### src/rtl/pulse_voice_bank_pkg.sv
// Shared types and configuration for the pulse voice bank.
// Build option: PULSE_HARD_SYNC_EN enables voice-0 hard sync in the datapath.
package pulse_voice_bank_pkg;

    localparam int AUDIO_BIT_WIDTH = 16;

    typedef enum logic {
        FRONT = 1'b0,
        BACK  = 1'b1
    } oscillator_state_t;

    typedef enum logic [1:0] {
        IDLE  = 2'd0,
        ACCUM = 2'd1,
        HOLD  = 2'd2
    } pulse_fsm_t;

endpackage

### src/rtl/pulse_voice_eval.sv
// Single-voice pulse evaluate/advance datapath, shared by all voices in turn.
// Build option: PULSE_HARD_SYNC_EN adds the sync input and wrap carry output.
module pulse_voice_eval
    import pulse_voice_bank_pkg::*;
#(
    parameter int PHASE_WIDTH = 32,
    parameter int DUTY_WIDTH  = 8,
    parameter int AUDIO_WIDTH = AUDIO_BIT_WIDTH
) (
    input  logic                          en,
    input  logic [PHASE_WIDTH-1:0]        phase,
    input  logic [PHASE_WIDTH-1:0]        phase_inc,
    input  logic [DUTY_WIDTH-1:0]         duty,
`ifdef PULSE_HARD_SYNC_EN
    input  logic                          sync,
    output logic                          carry,
`endif
    output oscillator_state_t             state,
    output logic signed [AUDIO_WIDTH-1:0] contrib,
    output logic [PHASE_WIDTH-1:0]        next_phase
);

    localparam logic signed [AUDIO_WIDTH-1:0] AMP = {1'b0, {(AUDIO_WIDTH-1){1'b1}}};

    assign state   = (phase[PHASE_WIDTH-1 -: DUTY_WIDTH] < duty) ? FRONT : BACK;
    assign contrib = !en ? '0 : ((state == FRONT) ? AMP : -AMP);

`ifdef PULSE_HARD_SYNC_EN
    logic [PHASE_WIDTH:0] sum;
    assign sum        = {1'b0, phase} + {1'b0, phase_inc};
    assign carry      = en & sum[PHASE_WIDTH];
    assign next_phase = (!en || sync) ? '0 : sum[PHASE_WIDTH-1:0];
`else
    logic [PHASE_WIDTH-1:0] sum;
    assign sum        = phase + phase_inc;
    assign next_phase = en ? sum : '0;
`endif

endmodule

### src/rtl/pulse_voice_bank.sv
// Multi-voice pulse oscillator bank: one shared voice datapath, one mixed sample per tick.
// Build option: PULSE_HARD_SYNC_EN resets voices 1.. when voice 0 wraps within a sample.
module pulse_voice_bank
    import pulse_voice_bank_pkg::*;
#(
    parameter int VOICES      = 4,
    parameter int PHASE_WIDTH = 32,
    parameter int DUTY_WIDTH  = 8,
    parameter int AUDIO_WIDTH = AUDIO_BIT_WIDTH
) (
    input  logic                           clk,
    input  logic                           rst_n,
    input  logic                           sample_tick,
    input  logic [VOICES-1:0]              voice_en,
    input  logic [VOICES*PHASE_WIDTH-1:0]  phase_inc,
    input  logic [VOICES*DUTY_WIDTH-1:0]   duty,
    output logic signed [AUDIO_WIDTH-1:0]  out_sample,
    output logic                           out_valid,
    input  logic                           out_ready,
    output logic                           overrun
);

    localparam int IW = $clog2(VOICES);
    localparam int AW = AUDIO_WIDTH + IW;
    localparam logic [IW-1:0] LAST = IW'(VOICES - 1);

    logic [VOICES-1:0][PHASE_WIDTH-1:0] phase;
    logic [VOICES-1:0][PHASE_WIDTH-1:0] inc_v;
    logic [VOICES-1:0][DUTY_WIDTH-1:0]  duty_v;

    pulse_fsm_t         state;
    logic [IW-1:0]      idx;
    logic signed [AW-1:0] acc;

    oscillator_state_t             v_state;
    logic signed [AUDIO_WIDTH-1:0] v_contrib;
    logic [PHASE_WIDTH-1:0]        v_next;
    logic signed [AW-1:0]          contrib_ext;
    logic signed [AW-1:0]          acc_sum;
    logic                          unused_state;

    assign inc_v  = phase_inc;
    assign duty_v = duty;

`ifdef PULSE_HARD_SYNC_EN
    logic sync_flag;
    logic v_carry;
`endif

    pulse_voice_eval #(
        .PHASE_WIDTH(PHASE_WIDTH),
        .DUTY_WIDTH (DUTY_WIDTH),
        .AUDIO_WIDTH(AUDIO_WIDTH)
    ) u_eval (
        .en        (voice_en[idx]),
        .phase     (phase[idx]),
        .phase_inc (inc_v[idx]),
        .duty      (duty_v[idx]),
`ifdef PULSE_HARD_SYNC_EN
        .sync      (sync_flag),
        .carry     (v_carry),
`endif
        .state     (v_state),
        .contrib   (v_contrib),
        .next_phase(v_next)
    );

    // The FRONT/BACK flag is folded into the contribution; kept visible for debug.
    assign unused_state = (v_state == FRONT);

    assign contrib_ext = {{IW{v_contrib[AUDIO_WIDTH-1]}}, v_contrib};
    assign acc_sum     = acc + contrib_ext;

    always_ff @(posedge clk) begin
        if (!rst_n) begin
            state      <= IDLE;
            idx        <= '0;
            acc        <= '0;
            phase      <= '0;
            out_sample <= '0;
            out_valid  <= 1'b0;
            overrun    <= 1'b0;
`ifdef PULSE_HARD_SYNC_EN
            sync_flag  <= 1'b0;
`endif
        end else begin
            case (state)
                IDLE: begin
                    if (sample_tick) begin
                        state <= ACCUM;
                        idx   <= '0;
                        acc   <= '0;
`ifdef PULSE_HARD_SYNC_EN
                        sync_flag <= 1'b0;
`endif
                    end
                end
                ACCUM: begin
                    phase[idx] <= v_next;
                    acc        <= acc_sum;
`ifdef PULSE_HARD_SYNC_EN
                    // Voice 0 is always first, so the flag only affects later slots.
                    if (idx == '0 && v_carry)
                        sync_flag <= 1'b1;
`endif
                    if (sample_tick)
                        overrun <= 1'b1;
                    if (idx == LAST) begin
                        state      <= HOLD;
                        out_valid  <= 1'b1;
                        out_sample <= AUDIO_WIDTH'(acc_sum >>> IW);
                    end else begin
                        idx <= idx + 1'b1;
                    end
                end
                HOLD: begin
                    if (sample_tick)
                        overrun <= 1'b1;
                    if (out_ready) begin
                        out_valid <= 1'b0;
                        state     <= IDLE;
                    end
                end
                default: state <= IDLE;
            endcase
        end
    end

endmodule
### config.mk
export PLATFORM = sky130hd
export DESIGN_NAME = pulse_voice_bank
export DESIGN_NICKNAME = d
export VERILOG_FILES = /design/src/rtl/pulse_voice_bank_pkg.sv /design/src/rtl/pulse_voice_eval.sv /design/src/rtl/pulse_voice_bank.sv
export SDC_FILE = /design/constraint.sdc
export NUM_CORES = 1
export LEC_CHECK = 0
export ABC_AREA = 1
export CORE_MARGIN = 1
export CORE_UTILIZATION = 65
export CTS_BUF_LIST = sky130_fd_sc_hd__clkbuf_8
export CTS_CLUSTER_SIZE = 16
export DETAILED_ROUTE_END_ITERATION = 16
export DONT_BUFFER_PORTS = 1
export PLACE_DENSITY = 0.78
export SLEW_MARGIN = 20
export SYNTH_ARGS = -nofsm -noshare
export SYNTH_HDL_FRONTEND = slang
export SYNTH_SLANG_ARGS = --single-unit
export TNS_END_PERCENT = 100
### constraint.sdc
create_clock -name clk -period 7.67 [get_ports clk]
set_clock_uncertainty 0.1 [all_clocks]
set_input_delay 1.534 -clock clk [delete_from_list [all_inputs] [get_ports clk]]
set_output_delay 1.534 -clock clk [all_outputs]
set_load 0.01 [all_outputs]
After elaboration in Yosys (flattened, before gate mapping). Index checks and enable logic that the tools add are counted.

Add/sub/neg operators: 3. Multipliers: 0. Divide/modulo/power cells: 0. Magnitude comparators: 3. Equality and inequality tests: 7. Shifts and indexed selects: 0. Mux-type cells: 26. Bitwise gates (word level): 0. Reductions and logical operators: 11.

Operators with widths (count): binary-select mux 32 bit (select 2 bit) (2); bitwise mux 128 bit (1); 2-to-1 mux 32 bit (4); demux 32 bit (select 2 bit) (1); case mux 18 bit (2 select lines) (1); adder 32 bit (1); 2-to-1 mux 16 bit (2); adder 18 x 16 -> 18 bit (1); 2-to-1 mux 18 bit (1); binary-select mux 8 bit (select 2 bit) (1); 2-to-1 mux 2 bit (5); AND reduction 3 bit (3); less-than comparator 8 bit (1); 2-to-1 mux 8 bit (1); != test 2 bit, second input constant (4); case mux 2 bit (3 select lines) (1); AND reduction 2 bit (3); equality test 2 bit, second input constant (2); case mux 2 bit (2 select lines) (1); nonzero test 2 bit (2); less-than comparator 2 x 3 -> 1 bit, second input constant (1); 2-to-1 mux 1 bit (3); adder 2 x 1 -> 2 bit, second input constant (1); binary-select mux 1 bit (select 2 bit) (1); 6 further kinds (6).

Register bits after elaboration: 168. Latch bits: 0. RAM bits: 0. Memory bits (read-only): 0. Input bits: 168. Output and inout bits: 18. Word-level logic and storage cells: 60. Memories kept: 0.

Longest topological paths before layout. Gate-level depths: netlist of run 1.

Depth in word-level cells: 7. Gate-level depth with buffers: 28. Depth with buffers taken out: 26.

Hierarchy. A second synthesis of run 1 with hierarchy kept.

Cells, all modules: 1955. Area, all modules: 11783.8 µm².

Modules (own cells, without submodules): pulse_voice_bank (times used 1, cells each 1366, area each 8913.5 µm², seq. area each 3363.2 µm²); pulse_voice_eval (times used 1, cells each 589, area each 2870.3 µm², seq. area each 0.0 µm²).

Worst setup path after synthesis of run 1. Ideal clock, no wire load.

Path kind: input to register. From: in duty[13]. To: reg out_sample[8]. Setup time: 0.116 ns. Arrival: 4.694 ns. Required time: 7.454 ns. Path slack: 2.760 ns. Stages on the path: 22. Buffers on the path: 0. Cells stage by stage: nand2_1 a32o_1 ha_1 a21oi_1 nor2_1 a211oi_1 nand2_2 nor2_1 ha_1 a21oi_1 nand2_1 nand2_1 a21oi_2 nand2_1 nand2_2 inv_1 o21ai_1 or2_2 nand2_1 nand2_1 o211ai_1 inv_1.

Word-level cells in the longest chain between the ends: 6.

Ends and longest elaborated chain: start: declaration (RTL line pulse_voice_bank.sv:16) `input logic [VOICES*DUTY_WIDTH-1:0] duty,`; binary-select mux 8 bit (select 2 bit) (RTL line pulse_voice_bank.sv:58) `.duty (duty_v[idx]),`; 2-to-1 mux 8 bit (implied by the code) (RTL line pulse_voice_bank.sv:58); less-than comparator 8 bit (RTL line pulse_voice_eval.sv:25) `assign state = (phase[PHASE_WIDTH-1 -: DUTY_WIDTH] < duty) ? FRONT : BACK;`; 2-to-1 mux 16 bit (2 in a row) (RTL line pulse_voice_eval.sv:26) `assign contrib = !en ? '0 : ((state == FRONT) ? AMP : -AMP);`; adder 18 x 16 -> 18 bit (RTL line pulse_voice_bank.sv:72) `assign acc_sum = acc + contrib_ext;`; end signal: assignment (RTL line pulse_voice_bank.sv:111) `out_sample <= AUDIO_WIDTH'(acc_sum >>> IW);`; end: declaration (RTL line pulse_voice_bank.sv:17) `output logic signed [AUDIO_WIDTH-1:0] out_sample,`.

Every way passes these cells. The select of a mux whose other input is x is not followed. A chain may end at the register's enable or synchronous reset.

Final worst setup path of run 1.
From: reg idx[0]. To: reg out_sample[8].

Word-level cells in the longest chain between the ends: 6. Elaborated cells on any way between the ends: 12. Classes of those cells: add/sub (1); order compare (1); eq/ne (1); mux (8); reduce/logical (1).

Ends and longest elaborated chain: start: declaration (RTL line pulse_voice_bank.sv:32) `logic [IW-1:0] idx;`; start signal: assignment (RTL line pulse_voice_bank.sv:113) `idx <= idx + 1'b1;`; binary-select mux 32 bit (select 2 bit) / binary-select mux 8 bit (select 2 bit) (equally long branches) (RTL line pulse_voice_bank.sv:56, pulse_voice_bank.sv:58); 2-to-1 mux 32 bit (implied by the code) / 2-to-1 mux 8 bit (equally long branches) (RTL line pulse_voice_bank.sv:56, pulse_voice_bank.sv:58); less-than comparator 8 bit (RTL line pulse_voice_eval.sv:25); 2-to-1 mux 16 bit (2 in a row) (RTL line pulse_voice_eval.sv:26); adder 18 x 16 -> 18 bit (RTL line pulse_voice_bank.sv:72).

Several ways; a longest one is shown, not always the timed one. The select of a mux whose other input is x is not followed.

==> results.md, run 1 <==
- CTS Hold Buffers Added: 0
- Placement Rows: 46
- Gr ovfl total: 0
- FMAX: between 150 and 200 MHz
- Worst Hold Launch: acc[4]
- Final Util: roughly 70%
- Outcome: completed
- Peak VDD IR: between 0.0002 and 0.0003 V
- Unrepaired setup endpoints after global routing: no
- CP cell instances: inv_6, o21ai_0, o22ai_1, ha_1, a21oi_1, nor2_1, a211oi_1, nand2_2, nor2_2, ha_1, a21oi_1, nand2_1, nand2_1, a21oi_2, nand2_1, nand2_2, inv_1, o21ai_1, or2_2, nand2_1, nand2_1, o211ai_1, inv_1
- Hold Path End: acc[4]
- Max Cap Viol: 0
- P per Cell Area: 404 nW/µm²
- Vias per Instance: about 6.2
- Path type of the worst setup path: reg -> reg
- Die area: 16,800 µm²
- Slowest Stage Delay on Critical Path: roughly 0.87 ns
- Gates resized, CTS repair: 0
- Worst-Margin Slew: between 0.9 and 1 ns
- Tmin final: just over 5 ns
- Slew Viols, Final: 0
- Area growth syn-to-layout: 3.12%
- CP delay by family, top: simple AND/OR/NAND/NOR gates
- Largest net degree at the start of global routing: 136
- Worst r2r dst: out_sample[8]
- I/O Buffers: 0
- CTS Buf Count: 17
- Clock Latency Late Sink: just under 0.5 ns
- Seq/Total Area, Yosys: around a third
- Die Y: between 100 and 150 µm
- Starting Density: between 60% and 70%
- Vias: around 11,000
- Clock H-tree levels: 4
- Most frequent CP cell: nand2_1
- Io pins: roughly 190
- Total wire length: between 20 and 30 mm
- First-pass GRT wire length: ~45 mm
- Tot GR Track Use: about 34%
- Total Power: between 4000 and 5000 µW
- HP Class: reg -> reg
- Yosys reg bits: ~170
- Critical path peak fanout: between 100 and 150
- Reg-to-reg setup timing slack: 2.52 ns
- Die Width: 130 µm
- Drt wl/cell: about 16 µm
- Startpoint type of the worst setup path: flop
- TNS Setup: 0 ns
- Clk root buf: clkbuf_8
- Post-detail-place hpwl: approximately 19 mm
- Post-route ant nets: 0
- Syn Nets: 1,803
- Clock slew at reported path FFs: 0.10 ns
- Yosys warnings: 0
- Vias in the first global route: roughly 9,000
- Slew margin rel.: between 30% and 40%
- Post-CTS Setup Bufs: 0
- Share of layout cells above drive strength 1: between 6 and 7%
- Post-Syn Area: around 11,000 µm²
- Yosys cell types: between 40 and 50
- Worst Hold Path Cells: 2
- Post-Syn Instances: between 1,500 and 2,000
- Final #Nets: 1,732
- Area of the core: ~16,000 µm²
- CP required: around 8 ns
- Slowest cell on crit path: dfxtp_4
- Syn avg cell area: a little under 7 µm²
- CTS Buffer Depth: 2
- Ant diodes: 0
- Final Cycle Share: around 67%
- Sink Count: 168
- Leakage power: ~0.0046 µW
- Crit path buffers/inverters: 3
- Data arrival, critical path: 5.44 ns
- First DRT Iteration DRCs: 874
- CTS tree: yes
- Final setup vio count: 0
- Final Hold Viols: 0
- Initial antenna violation count: 0
- Most frequent cells in the layout: 311 x o21ai_0, 235 x a21oi_1, 200 x nor2_1
- Final GP Congestion: 0.984
- DR pass1 iterations: 5
- Commonest non-fill, non-tap cell in the layout: o21ai_0
- Worst reg2reg startpoint: idx[0]
- Worst Reg-to-Reg Cells: 23
- Crit end category: flop
- # DRC: 0
- Hold WS: between 0.3 and 0.4 ns
registers in the layout (all words and copies together) (netlist names):
register	count
acc	18
idx	2
out_sample	16
out_valid	1
overrun	1
phase	128
state	2
kinds of logic after synthesis:
family                     share of synthesized area, %
AOI/OAI and AO/OA                                  33.7
xor gates and xnor gates                          0.909
adders and majority gates                          7.70
buffers and inverters                              6.92
DFF                                                31.7
and+or+nand+nor                                    19.0
per-layer routing:
layer / track usage, % / routed length [µm]
met1: 45.1 / 12700
met2: 53.2 / 12800
met3: 7.31 / 2330
met4: 12.3 / 667
met5: 0 / 0
through the flow:
stage          instance area, µm²  cells  setup slack [ns]
2_1_floorplan               10600   1571              2.76
3_3_place_gp                10500   1697              2.15
4_1_cts                     10900   1729              2.00
6_report                    10900   1729              2.52
3_5_place_dp                10500   1697              2.00
5_1_grt                     10900   1729              1.99
report_power, final:
group / internal (µW) / switching [µW] / leakage [µW]
Combinational: 857 / 1820 / 0.00304
Sequential: 997 / 93.3 / 0.00136
Clock: 270 / 374 / 0.000199
Total: 2130 / 2290 / 0.00460
synthesized netlist by cell type (all sizes together):
| library cell | number | share of area (%) |
|---|---|---|
| a21boi | 1 | 0.071 |
| a31oi | 2 | 0.12 |
| o22ai | 62 | 3.7 |
| nand2 | 210 | 7.8 |
| o211ai | 5 | 0.35 |
| or2 | 7 | 0.41 |
| nor3 | 7 | 0.33 |
| xor2 | 9 | 0.74 |
| clkbuf | 81 | 2.9 |
| nand4 | 7 | 0.41 |
| fa | 2 | 0.38 |
| dfxtp | 168 | 32 |
| o221ai | 1 | 0.083 |
| nand3 | 40 | 2.3 |
| inv | 80 | 2.8 |
| and3 | 1 | 0.059 |
| a32oi | 1 | 0.15 |
| o21bai | 4 | 0.28 |
| nand3b | 4 | 0.28 |
| buf | 18 | 1.0 |
| nor2 | 202 | 7.2 |
| nor4 | 3 | 0.18 |
| a21oi | 244 | 12 |
| ha | 62 | 7.3 |
| a211oi | 4 | 0.28 |
| o31ai | 2 | 0.14 |
| clkinv | 5 | 0.18 |
| o21ai | 321 | 15 |
| o21a | 5 | 0.35 |
| a32o | 7 | 0.66 |
| o311ai | 1 | 0.083 |
| a21o | 3 | 0.21 |
| xnor2 | 2 | 0.17 |
tightest hold or removal path, cell delays in order, from the launching register on:
cell and delay [ns]:
dfxtp_1 0.33, nand2_1 0.06, a21oi_1 0.05
how the worst max path moves through the flow:
stage              from             to  slack, ns  depth (start not counted)
2_1_floorplan  duty[13]  out_sample[8]       2.76                         22
3_3_place_gp     idx[0]  out_sample[8]       2.15                         23
3_5_place_dp     idx[0]  out_sample[8]       2.00                         23
4_1_cts          idx[0]  out_sample[8]       2.00                         23
5_1_grt          idx[0]  out_sample[8]       1.99                         23
6_report         idx[0]  out_sample[8]       2.52                         23
cell type report:
type | count | area [µm²]
clock inverter | 15 | 160
tap | 216 | 270
clock buffer | 17 | 234
sequential | 168 | 3370
inverter | 85 | 324
multi-input combinational | 1219 | 6500
timing repair buffer | 9 | 67.6
fill | 1431 | 4960
Power figures use the tool's default switching activity.
==> run 2: changes to the inputs <==
CORE_UTILIZATION = 60   (was 65)
PLACE_DENSITY = 0.76   (was 0.78)
clock period = 4.5 ns   (was 7.67 ns; I/O delays follow)
==> run 2 against run 1 <==
Combinational power grew 74%. Critical path type unchanged. Largest power group unchanged. Cell count rose by 1.3%. Die area grew 8.2%. Count of clock-buffer cells in the layout is 4 higher. Critical path depth decreased by 5. Total power rose by 73%. Highest routed layer unchanged. Largest cell class unchanged. Fmax grew 28%. First-iteration DRC count fell by 14%.
==> results.md, run 2 (same netlist as run 1, synthesis figures left out) <==
- Outcome: completed
- Clock Latency Late Sink: 0.49 ns (about the same)
- Unrepaired setup endpoints after global routing: no
- CP delay by family, top: compound AO/OA/AOI/OAI gates
- Commonest non-fill, non-tap cell in the layout: o21ai_0
- Path type of the worst setup path: reg -> reg
- Slew margin rel.: 36.5% (-0.65 points)
- Total Power: 7620 µW (+73%)
- Clock H-tree levels: 4 (unchanged)
- Post-detail-place hpwl: 19.7 mm (+6.2%)
- Clk root buf: clkbuf_8
- Die Y: 135 µm (+4.0%)
- Slowest cell on crit path: dfxtp_2
- Clock slew at reported path FFs: 0.09 ns (about the same)
- Total wire length: 28.6 mm (+0.52%)
- Post-route setup slack: 0.468 ns (-2.05 ns)
- Slew Viols, Final: 0 (unchanged)
- Reg area: 3370 µm² (unchanged)
- Ant diodes: 0 (unchanged)
- CP required: 4.79 ns (-3.17 ns)
- FMAX: 248 MHz (+28%)
- Largest regs: phase x128, acc x18, out_sample x16
- Largest register FFs: 128 (unchanged)
- First-pass GRT wire length: 45.6 mm (+1.1%)
- Tot GR Track Use: 31.5% (-2.2 points)
- Final GP Congestion: 0.943 (-4.1%)
- Critical path peak fanout: 32 (-74%)
- Share of layout cells above drive strength 1: 7.14% (+0.80 points)
- Multi-input gate area: 6500 µm² (about the same)
- Vias in the first global route: 9,150 (-1.2%)
- Leakage power: 0.00468 µW (+1.7%)
- Area growth syn-to-layout: 4.46%
- Die Width: 135 µm (+4.0%)
- Sink Count: 168 (unchanged)
- Fillers: 1,590 (+11%)
- Startpoint type of the worst setup path: flop
- Max Cap Viol: 0 (unchanged)
- Largest net degree at the start of global routing: 136 (unchanged)
- Area of the core: 17,300 µm² (+8.9%)
- HP Class: reg -> reg
- Vias: 10,695 (-0.37%)
- Starting Density: 61.2% (-5.4 points)
- DP Worst Slack: 0.223 ns (-1.78 ns)
- Worst-Margin Slew: 0.947 ns (+0.00970 ns)
- P per Cell Area: 688 nW/µm² (+70%)
- # DRC: 0 (unchanged)
- CTS Buffer Depth: 2 (unchanged)
- Vias per Instance: 6.11 (-1.6%)
- Post-CTS Setup Bufs: 0 (unchanged)
- Data arrival, critical path: 4.32 ns (-1.12 ns)
- Die area: 18,200 µm² (+8.2%)
- Crit path buffers/inverters: 2 (-1)
- Most flops, register: phase
- CP cell instances: buf_4, o21ai_0, o22ai_1, ha_1, a21oi_1, nor2_1, a211oi_1, nand2_2, nor2_2, buf_4, ha_1, a21oi_1, o21ai_0, a211oi_1, nand2_1, xor2_1, nand2_1, a21oi_1
- Placement Rows: 48 (+4.3%)
- Final #Nets: 1,745 (+0.75%)
- Slowest Stage Delay on Critical Path: 0.36 ns (-0.51 ns)
- Io pins: 186 (unchanged)
- CTS Buf Count: 17 (unchanged)
- CTS tree: yes
- Most frequent cells in the layout: 311 x o21ai_0, 234 x a21oi_1, 200 x nor2_1
- Final setup vio count: 0 (unchanged)
- DR pass1 iterations: 6 (+1)
- Initial antenna violation count: 0 (unchanged)
- Gr ovfl total: 0 (unchanged)
- Drt wl/cell: 16.3 µm (-0.74%)
- Final instance area: 11,100 µm² (+1.3%)
- Cell Area, Placed: 10,600 µm² (+1.2%)
- Peak VDD IR: 0.000338 V (+20%)
- Most frequent CP cell: a21oi_1
- Final Cycle Share: 89.6% (+22 points)
- First DRT Iteration DRCs: 750 (-14%)
- TNS Setup: 0 ns (unchanged)
- I/O Buffers: 0 (unchanged)
- Crit end category: flop
- Final Hold Viols: 0 (unchanged)
- Post-route ant nets: 0 (unchanged)
- Tmin final: 4.03 ns (-1.12 ns)
-- run 2: cell types whose count changed in the layout (fill, tap and decap cells not counted), moves of 2 or more --
cell / delta
clkinv_2: +2
inv_6: -4
buf_4: +12
clkinv_4: -2
inv_8: -2
clkbuf_8: +4
-- run 2: through the flow --
step / hold WS [ns] / std cells / util, %
after floorplan: 0.350 / 1571 / -
after global placement: 0.357 / 1719 / 61.6
after detailed placement: 0.366 / 1719 / 61.6
after CTS: 0.379 / 1751 / 63.9
after global routing: 0.395 / 1751 / 64.0
final: 0.377 / 1751 / 64.0
-- run 2: path summary, 6_finish.rpt --
| kind | cells past startpoint | startpoint | slack [ns] | end |
|---|---|---|---|---|
| worst max-delay path | 18 | idx[1] | 0.47 | acc[16] |
| worst min-delay path | 2 | acc[3] | 0.38 | acc[3] |
| worst max register to register | 18 | idx[1] | 0.47 | acc[16] |
| worst min register to register | 2 | acc[3] | 0.38 | acc[3] |
-- run 2: final cells by class --
cell class	count	area share, %
Multi-Input combinational cell	1219	58.8
Sequential cell	168	30.4
Timing Repair Buffer	22	1.61
Clock buffer	21	2.61
Clock inverter	11	1.09
Inverter	85	2.95
Tap cell	225	2.54
-- run 2: routing by layer --
layer  global-route usage [%]  up-vias  part of all wire, %  wire [µm]
li1                         -     5355                    -          -
met1                     43.5     4893                   46      13200
met2                     49.2      394                   45      12800
met3                     5.59       53                  6.9       1960
met4                     10.9        0                  2.0        577
met5                        0        -                    0          0
-- run 2: tightest hold or removal path, stage by stage, from the launching register on --
cell and delay (ns):
dfxtp_1 0.33, nand2_1 0.06, a21oi_1 0.05
-- run 2: what timing repair did --
item                       CTS  global route
hold buffers                 0             0
resized for setup            0             5
setup endpoints to repair    0            10
-- run 2: power by group --
part	internal, µW	switching [µW]	leakage [µW]	total (µW)
registers	1700	113	0.00136	1810
clock network	552	582	0.000210	1130
logic	1510	3160	0.00311	4670
==> run 3: changes to the inputs <==
CAP_MARGIN = 20   (was default)
==> results of run 3 <==
The final DEF is identical to that of run 2; final timing and power are the same.
==> edit, RTL diff (settings of run 2) <==
Put one more register stage on the output `overrun`, with the module's reset. The value now appears one clock later. The other outputs are not delayed to match.
--- a/src/rtl/pulse_voice_bank.sv
+++ b/src/rtl/pulse_voice_bank.sv
@@ -24,4 +24,6 @@
     localparam int AW = AUDIO_WIDTH + IW;
     localparam logic [IW-1:0] LAST = IW'(VOICES - 1);
+
+    logic overrun_s0;
 
     logic [VOICES-1:0][PHASE_WIDTH-1:0] phase;
@@ -80,5 +82,5 @@
             out_sample <= '0;
             out_valid  <= 1'b0;
-            overrun    <= 1'b0;
+            overrun_s0 <= 1'b0;
 `ifdef PULSE_HARD_SYNC_EN
             sync_flag  <= 1'b0;
@@ -105,5 +107,5 @@
 `endif
                     if (sample_tick)
-                        overrun <= 1'b1;
+                        overrun_s0 <= 1'b1;
                     if (idx == LAST) begin
                         state      <= HOLD;
@@ -116,5 +118,5 @@
                 HOLD: begin
                     if (sample_tick)
-                        overrun <= 1'b1;
+                        overrun_s0 <= 1'b1;
                     if (out_ready) begin
                         out_valid <= 1'b0;
@@ -127,3 +129,11 @@
     end
 
+    always_ff @(posedge clk) begin
+        if (!rst_n) begin
+            overrun <= '0;
+        end else begin
+            overrun <= overrun_s0;
+        end
+    end
+
 endmodule
Check against the original RTL: not equivalent (Yosys sat finds a counterexample within 4 cycles, from zero or initial values and one cycle with rst_n low).
==> edit against run 2 <==
- area after synthesis increased by 0.26%
- total power increased by 1.0%
- non-clock buffer count increased by 3
- setup slack got worse by 0.026 ns
- wire length increased by 3.3%
- sequential cell count increased by 1
- design area increased by 0.56%
- largest power group unchanged
==> edit: results (changes against run 2) <==
| Metric | Value |
|---|---|
| Vias in the first global route | 9476 (+3.6%) |
| Max FO, Critical Path | 24 (-25%) |
| Synthesis warning total | 0 (unchanged) |
| Power Clock | 1.15 mW |
| Peak VDD IR | 335 uV (-0.71%) |
| Area contributors post-synth | dfxtp_1 (32%), o21ai_0 (15%), a21oi_1 (11%) |
| All-Layer GR Usage | 32.1% (+0.63 points) |
| Multi-input combinational area share | 58.5% (-0.29 points) |
| Synth unique cells | 46 (unchanged) |
| Iteration-0 DRC Markers | 1001 (+33%) |
| Final non-clock buffer share | 1.89% (+0.28 points) |
| Status | completed |
| Buffers, non-clock | 25 (+14%) |
| Switching power total | 4.00 mW (+3.7%) |
| Syn_nets | 1806 (+0.17%) |
| Largest net degree at the start of global routing | 138 (+1.5%) |
| H-tree depth | 4 (unchanged) |
| Max clock buf depth | 2 (unchanged) |
| Synth Register Bits | 169 (+0.60%) |
| Share of post-route cells with drive strength above 1 | 7.31% (+0.17 points) |
| Internal reg-to-reg setup slack | 0.44 ns (-0.03 ns) |
| ClkCell Share | 3.71% (+0.013 points) |
| Vias | 10951 (+2.4%) |
| Fill cells | 1629 (+2.5%) |
| Synth top cells by count | o21ai_0 (311), a21oi_1 (234), nor2_1 (200) |
| #MultiIn Comb | 1220 (+0.082%) |
| WS Path Type | reg -> reg |
| Hold Path Class | reg -> reg |
| Worst reg2reg path endpoint | out_sample[7] |
| Hold WS | 0.348 ns (-0.0292 ns) |
| Leak pwr | 4.72 nW (+0.87%) |
| Placed Cells | 1724 (+0.29%) |
| Post-Route WL | 29600 um (+3.3%) |
| Hpwl dp | 20200 um (+2.7%) |
| CP delay by family, top | compound AO/OA/AOI/OAI gates |
| Drt pass-1 iters | 7 (+1) |
| Port Buf Inserts | 0 (unchanged) |
| FF/Latch Area | 3390 um2 (+0.59%) |
| Slowest cell on crit path | dfxtp_4 |
| Reg2Reg Depth | 22 (+4) |
| R2R Path Start | idx[0] |
| First-pass GRT wire length | 46900 um (+2.7%) |
| Worst-path clk slew | 0.11 ns (+0.02 ns) |
| Non-Filler Instances | 1757 (+0.34%) |
| Arrival @ worst endpoint | 4.35 ns (+0.03 ns) |
| Worst-margin pin slew | 1.11 ns (+0.160 ns) |
| Sequential share of the synthesized area | 31.9% (+0.11 points) |
| Post-Syn Instances | 1574 (+0.19%) |
| Max FFs per register | 128 (unchanged) |
| Post-CTS resize count | 0 (unchanged) |
| Final RePlAce weighted congestion | 0.970 (+2.9%) |
| Top FF cell, synth | dfxtp_1 |
| Invs w/o clock | 86 (+1.2%) |
| CP max stage delay | 0.51 ns (+0.15 ns) |
-- edit: worst min path at each step --
| stage | from | end |
|---|---|---|
| after floorplan | overrun_s0 | overrun |
| after global placement | overrun_s0 | overrun |
| after detailed placement | overrun_s0 | overrun |
| after CTS | overrun_s0 | overrun |
| after global routing | overrun_s0 | overrun |
| final | overrun_s0 | overrun |
-- edit: kinds of logic after synthesis --
kind of cell             synth area share (%)
flip-flops                               31.9
adder cells (fa/ha/maj)                  7.68
XOR/XNOR                                0.907
AND/OR/NAND/NOR                          19.0
buffers and inverters                    6.94
AO/OA/AOI/OAI                            33.6
-- edit: worst reg2reg max path, stage by stage (launching register included) --
cell and delay, ns:
dfxtp_4 0.51, buf_4 0.31, o21ai_0 0.13, o22ai_1 0.29, ha_1 0.30, nand2_1 0.09, nor2_1 0.05, a211oi_1 0.23
nand2_2 0.16, nor2_4 0.20, buf_4 0.20, ha_1 0.28, nand2_1 0.09, nand2_1 0.06, o21bai_1 0.16, a21oi_1 0.21
inv_1 0.07, a21oi_1 0.18, nand2_1 0.10, nand2_1 0.07, nand2_1 0.04, o211ai_1 0.07, inv_1 0.06
-- edit: stage by stage --
stage               setup slack [ns]  cell area (um2)  utilization, %  power [mW]
floorplan                     0.0277            10600               -        5.37
global placement               0.226            10700            61.8        6.37
detailed placement             0.102            10700            61.8        6.44
CTS                            0.110            11100            64.2        7.59
global route                 0.00783            11100            64.3        8.33
finish                         0.442            11100            64.3        7.69
-- edit: metal layers --
layer / track usage [%] / part of all wire, % / up-vias
met4: 9.24 / 1.5 / 0
met1: 43.6 / 46 / 5118
met2: 52.5 / 46 / 411
li1: - / - / 5379
met5: 0 / 0 / -
met3: 4.80 / 6.7 / 43
